===== config.mk =====
export PLATFORM = sky130hd
export DESIGN_NAME = ripple_slice_sequencer
export DESIGN_NICKNAME = d
export VERILOG_FILES = /design/src/rtl/ripple_slice_sequencer.sv
export SDC_FILE = /design/constraint.sdc
export NUM_CORES = 1
export LEC_CHECK = 0
export BUFFER_PORTS_ARGS = -buffer_cell sky130_fd_sc_hd__buf_2
export CAP_MARGIN = 0
export CORE_UTILIZATION = 48
export CTS_BUF_LIST = sky130_fd_sc_hd__clkbuf_8
export CTS_CLUSTER_SIZE = 28
export DETAILED_ROUTE_END_ITERATION = 8
export PLACE_DENSITY_LB_ADDON = 0.05
export SYNTH_ARGS = -nofsm -noshare
export SYNTH_HDL_FRONTEND = slang
export SYNTH_SLANG_ARGS = --single-unit

===== constraint.sdc =====
create_clock -name clk -period 1.8 [get_ports clk]
set_input_delay 0.09 -clock clk [delete_from_list [all_inputs] [get_ports clk]]
set_output_delay 0.09 -clock clk [all_outputs]
set_load 0.02 [all_outputs]

===== src/rtl/ripple_slice_sequencer.sv =====
// Multi-cycle W-bit adder wrapper around an external combinational N-bit ripple adder.
// Operands are accepted over a valid/ready handshake. The sequencer then drives one
// N-bit slice per clock into the adder and chains the carry between slices. The full
// sum is presented over a second valid/ready handshake.
//
// Ports:
//   clk, rst_n        clock, asynchronous active-low reset
//   in_valid/in_ready operand handshake; in_a, in_b, in_ci are the operands
//   add_a/add_b/add_ci slice driven to the adder (zero outside RUN)
//   add_sum/add_co    adder result, combinational from add_a/add_b/add_ci
//   out_valid/out_ready result handshake; out_sum, out_co, out_ovf are the result
module ripple_slice_sequencer #(
  parameter int unsigned N = 4,
  parameter int unsigned W = 16
) (
  input  logic         clk,
  input  logic         rst_n,
  input  logic         in_valid,
  output logic         in_ready,
  input  logic [W-1:0] in_a,
  input  logic [W-1:0] in_b,
  input  logic         in_ci,
  output logic [N-1:0] add_a,
  output logic [N-1:0] add_b,
  output logic         add_ci,
  input  logic [N-1:0] add_sum,
  input  logic         add_co,
  output logic         out_valid,
  input  logic         out_ready,
  output logic [W-1:0] out_sum,
  output logic         out_co,
  output logic         out_ovf
);

  localparam int unsigned Slices = W / N;
  localparam int unsigned IdxW   = (Slices > 1) ? $clog2(Slices) : 1;

  typedef enum logic [1:0] {StIdle, StRun, StDone} state_e;

  state_e          state_q, state_d;
  logic [IdxW-1:0] idx_q, idx_d;
  logic [W-1:0]    a_q, a_d;
  logic [W-1:0]    b_q, b_d;
  logic [W-1:0]    sum_q, sum_d;
  logic            carry_q, carry_d;
  logic            co_q, co_d;

  // Operand registers viewed as slice arrays so the adder mux is a plain index.
  logic [N-1:0] a_sl [Slices];
  logic [N-1:0] b_sl [Slices];

  for (genvar g = 0; g < Slices; g++) begin : g_slice
    assign a_sl[g] = a_q[g*N +: N];
    assign b_sl[g] = b_q[g*N +: N];
  end

  always_comb begin
    state_d   = state_q;
    idx_d     = idx_q;
    a_d       = a_q;
    b_d       = b_q;
    sum_d     = sum_q;
    carry_d   = carry_q;
    co_d      = co_q;
    add_a     = '0;
    add_b     = '0;
    add_ci    = 1'b0;
    in_ready  = 1'b0;
    out_valid = 1'b0;

    unique case (state_q)
      StIdle: begin
        in_ready = 1'b1;
        if (in_valid) begin
          a_d     = in_a;
          b_d     = in_b;
          carry_d = in_ci;
          idx_d   = '0;
          state_d = StRun;
        end
      end
      StRun: begin
        add_a  = a_sl[idx_q];
        add_b  = b_sl[idx_q];
        add_ci = carry_q;
        for (int unsigned i = 0; i < Slices; i++) begin
          if (idx_q == IdxW'(i)) begin
            sum_d[i*N +: N] = add_sum;
          end
        end
        carry_d = add_co;
        idx_d   = idx_q + IdxW'(1);
        if (idx_q == IdxW'(Slices - 1)) begin
          co_d    = add_co;
          state_d = StDone;
        end
      end
      StDone: begin
        out_valid = 1'b1;
        if (out_ready) begin
          state_d = StIdle;
        end
      end
      default: state_d = StIdle;
    endcase
  end

  always_ff @(posedge clk or negedge rst_n) begin
    if (!rst_n) begin
      state_q <= StIdle;
      idx_q   <= '0;
      a_q     <= '0;
      b_q     <= '0;
      sum_q   <= '0;
      carry_q <= 1'b0;
      co_q    <= 1'b0;
    end else begin
      state_q <= state_d;
      idx_q   <= idx_d;
      a_q     <= a_d;
      b_q     <= b_d;
      sum_q   <= sum_d;
      carry_q <= carry_d;
      co_q    <= co_d;
    end
  end

  assign out_sum = sum_q;
  assign out_co  = co_q;
  // Signed overflow: equal operand signs but a result sign that differs from them.
  assign out_ovf = (state_q == StDone) && (a_q[W-1] == b_q[W-1]) && (sum_q[W-1] != a_q[W-1]);

endmodule


Word-level counts from Yosys, hierarchy flattened
Index checks and enable logic that the tools add are counted.

$add $sub $neg: 1. Magnitude comparators: 1. Bitwise gates (word level): 1. Equality and inequality tests: 10. Shift operators: 0. Mux-type cells: 19. Div/mod/pow operators: 0. Multipliers: 0. Reduce and logical (&&, ||, !) cells: 12.

Operators by type and width (count): 2-to-1 mux 4 bit (6); binary-select mux 4 bit (select 2 bit) (2); AND reduction 2 bit (6); 2-to-1 mux 2 bit (4); equality test 2 bit, second input constant (3); != test 2 bit, second input constant (3); case mux 2 bit (3 select lines) (1); equality test 2 x 1 -> 1 bit, second input constant (2); logical NOT 2 bit (2); 2-to-1 mux 1 bit (4); case mux 2 bit (2 select lines) (1); >= comparator 3 bit, second input constant (1); inverter 2 -> 3 bit (1); AND reduction 3 bit (1); adder 2 x 1 -> 2 bit, second input constant (1); logical AND 1 bit (2); case mux 1 bit (2 select lines) (1); nonzero test 2 bit (1); equality test 1 bit (1); != test 1 bit (1).

Memories kept: 0. Logic and storage cells: 54. Bits in latches: 0. Register bits after elaboration: 54. Bits in writable memories: 0. Memory bits (read-only): 0. Bits of input ports: 42.

Logic depth before layout (Yosys ltp)
Depth in word-level cells: 5. Mapped depth: 6.

Least setup slack after synthesis
No wires, ideal clock.

Path type: register -> register. Start point: reg idx_q[0]. End point: reg sum_q[0], in the netlist out_sum[0]. Slack: 0.080 ns. Cell stages (with the launch flop): 7. Arrival: 1.596 ns. Library setup time: 0.125 ns. Cell sequence: dfrtp_1 buf_2 buf_2 inv_1 ha_1 nand2_1 mux2_2.

Word-level cells in the longest chain between the ends: 2.

RTL lines: start, declared (RTL line 41) `logic [IdxW-1:0] idx_q, idx_d;`; start signal, assigned (RTL line 119) `idx_q <= idx_d;`; logical NOT 2 bit (RTL line 87) `if (idx_q == IdxW'(i)) begin`; AND reduction 2 bit (no line); end signal, assigned (RTL line 122) `sum_q <= sum_d;`; end, declared (RTL line 44) `logic [W-1:0] sum_q, sum_d;`.

No other way between the ends. A chain may end at the register's enable or synchronous reset.

Worst setup path in the final report
Start point: reg state_q[1]. End point: out add_a[1].

Word-level cells in the longest chain between the ends: 2.

RTL lines: start, declared (RTL line 40) `state_e state_q, state_d;`; start signal, assigned (RTL line 110) `state_q <= StIdle;`; start signal, assigned (RTL line 118) `state_q <= state_d;`; equality test 2 x 1 -> 1 bit (RTL line 71) `unique case (state_q)`; 2-to-1 mux 4 bit (RTL line 71); end, declared (RTL line 23) `output logic [N-1:0] add_a,`.

No other way between the ends.

==> metrics.md <==
| Metric | Value |
|---|---|
| Via Count | `1,611` |
| Final Net Count | `300` |
| Worst-margin pin slew | `0.612 ns` |
| Largest net degree at the start of global routing | `29` |
| GP Congestion | `0.809` |
| Switching Power | `0.00225 W` |
| Combinational Power Share | `48.4%` |
| Synthesized flop and latch total | `54` |
| Power share of the clock group | `13.5%` |
| Worst min path class | `input pin to flop` |
| Post-CTS setup buffer count | `0` |
| DRC Markers | `0` |
| Syn-to-layout area delta | `26.1%` |
| Fillcell total | `387` |
| Critical Path Fanout Max | `8` |
| Int Pwr | `0.00361 W` |
| Static Leak | `1.46 nW` |
| Status | `finished, final reports clean` |
| Row count | `25` |
| CTS sink cnt | `54` |
| Die height | `72.7 µm` |
| Synth Instances | `171` |
| Fin. max-slew vios | `0` |
| Initial DRC Count | `40` |
| DRT antenna net count | `0` |
| GRT overflow | `0` |
| RSZ-0062 raised after global routing | `no` |
| Antenna violations before repair | `0` |
| Hold path depth | `2` |
| Mapped cell area | `2400 µm²` |
| Average footprint of a synthesized cell | `14.0 µm²` |
| Critical path capture point type | `output pin` |
| Core area | `4750 µm²` |
| Period utilization | `94.7%` |
| Routed len/inst | `15.0 µm` |
| Final Critical Period | `1.71 ns` |
| Clk_skew | `0.00430 ns` |
| Unique masters post-synth | `22` |
| R2r worst-path depth | `3` |
| Via density | `5.00` |
| Final setup violating endpoints | `0` |
| Max Clk Rate | `586 MHz` |
| Antenna cells | `0` |
| Vias in the first global route | `1,717` |
| H-tree levels | `2` |
| Sw Share | `38.4%` |
| Total Routing Usage GR | `20.9%` |
| Worst-case clock buffer depth | `2` |
| Starting Density | `50.5%` |
| Crit path DAT | `1.62 ns` |
| Yosys Warn Count | `0` |
| Max Cap Violations | `0` |
| Die ar. | `5290 µm²` |
| DR pass1 iterations | `3` |
| CTS root buf | `clkbuf_8` |
| PD cells | `1940 nW/µm²` |
| Port Buf Inserts | `70` |
| Clock transition at path regs | `0.09 ns` |
| Number of CTS-inserted buffers | `5` |
| Die X | `72.7 µm` |
| Final hold vios | `0` |
| HPWL after detailed placement | `3700 µm` |
| Startpoint types | `flop` |
| Mapped Nets | `217` |
| TritonCTS clock tree | `built` |
| Rel. slew slack | `59.2%` |
| Wirelength, routed | `4850 µm` |
| Io pins | `71` |
| Seq/Total Area, Yosys | `56.3%` |
| First-pass GRT wire length | `8220 µm` |
| Share of cells above drive strength 1 | `53.3%` |
| Seq pwr share | `38.1%` |
| Final core occ | `63.7%` |
| Worst vdd ir | `1.08 mV` |
| Setup CP Type | `flop to output pin` |
| Skew-Pair Late Insertion Delay | `0.30 ns` |
| TNS Setup | `0 ns` |
| Worst path required time | `1.71 ns` |
-- worst max-delay path, cell delays in order (launching register included) --
cell and delay (ns):
dfrtp_1 0.51, nor2b_4 0.22, nand2_2 0.17, o22ai_1 0.22, buf_2 0.19
-- per-layer routing --
layer	GRT usage (%)	wire, µm	up-vias
met5	0	0	-
met4	7.63	61	0
met3	5.25	217	5
met2	37.0	2540	44
met1	24.5	2020	796
li1	-	-	766
-- worst paths after layout --
kind | endpoint | from | slack (ns)
setup reg to reg | b_q[0] | state_q[1] | 0.25
min in group asynchronous | out_sum[12] | rst_n | 0.33
hold reg to reg | out_sum[3] | out_sum[3] | 0.50
max in group asynchronous | state_q[0] | rst_n | 0.90
setup / recovery | add_a[1] | state_q[1] | 0.09
hold / removal | a_q[11] | in_a[11] | 0.006
-- cell families (layout without fill, tap and decap cells) --
| kind of cell | Yosys count | in the layout | share of synthesized area, % |
|---|---|---|---|
| AOI/OAI and AO/OA | 14 | 14 | 3.54 |
| adders and majority gates | 4 | 4 | 2.08 |
| buffers and inverters | 12 | 96 | 3.28 |
| DFF | 54 | 54 | 56.3 |
| muxes | 66 | 66 | 30.1 |
| and+or+nand+nor | 21 | 21 | 4.74 |
-- final cells by class --
class	instances	area, µm²	area share (%)
clock buffer	5	68.8	2.27
clock inverter	3	41.3	1.36
inverter	4	15.0	0.496
multi-input combinational	105	981	32.4
sequential	54	1350	44.7
tap	67	83.8	2.77
timing repair buffer	84	485	16.0
-- registers in the layout, indices dropped and copies added, names as in the netlist --
signal	count
a_q	16
state_q	2
b_q	16
out_sum	16
carry_q	1
out_co	1
idx_q	2
-- synthesized netlist by cell type --
master / number / area share, %
nand2_1: 9 / 1.4
buf_2: 3 / 0.63
nor4bb_1: 1 / 0.42
nor2_1: 6 / 0.94
o22ai_1: 8 / 2.1
nand2b_1: 1 / 0.26
and2_1: 1 / 0.26
mux2_1: 2 / 0.94
buf_6: 3 / 1.4
ha_1: 4 / 2.1
a22oi_1: 1 / 0.31
nor2b_2: 1 / 0.36
dfrtp_1: 54 / 56
mux2i_1: 17 / 7.1
o21ai_0: 1 / 0.21
inv_1: 4 / 0.63
nor3b_4: 1 / 0.78
a21oi_1: 3 / 0.63
nand3b_1: 1 / 0.31
o31ai_1: 1 / 0.31
mux2_2: 47 / 22
buf_4: 2 / 0.63
-- layout by cell type (no fill, tap or decap), types with 2 or more instances in the layout --
cell,count
buf_2,70
dfrtp_1,53
mux2_2,47
mux2i_1,17
o22ai_1,8
nand2_1,7
dlygate4sd3_1,7
nor2_1,6
buf_4,6
inv_1,5
clkbuf_8,5
ha_1,4
a21oi_1,3
nand2_2,2
mux2_1,2
-- per-stage QoR --
step | worst slack (ns) | cell area, µm² | total power (W) | cells | hold slack (ns)
after floorplan | 0.0797 | 2400 | 0.00425 | 171 | -0.206
after global placement | 0.293 | 2840 | 0.00494 | 307 | 0.118
after detailed placement | 0.238 | 2840 | 0.00509 | 307 | 0.141
after CTS | 0.0546 | 2980 | 0.00592 | 317 | 0.000501
after global routing | 0.0123 | 3030 | 0.00627 | 322 | 0.000244
final | 0.0945 | 3030 | 0.00586 | 322 | 0.00563
-- power by group through the flow --
stage | combinational, W | clock (W) | sequential [W]
floorplan | 0.00189 | 0 | 0.00236
global placement | 0.00274 | 0 | 0.00220
detailed placement | 0.00283 | 0 | 0.00226
CTS | 0.00286 | 0.000822 | 0.00224
global route | 0.00308 | 0.000864 | 0.00233
finish | 0.00284 | 0.000792 | 0.00223
-- timing repair --
action                                 CTS  global route
hold buffers                             2             5
setup endpoints to repair                8             8
gates resized for setup                  3             1
endpoints found under the hold margin   27             5
pin swaps                                0             0
No activity file was read; power rests on OpenSTA's default activity.
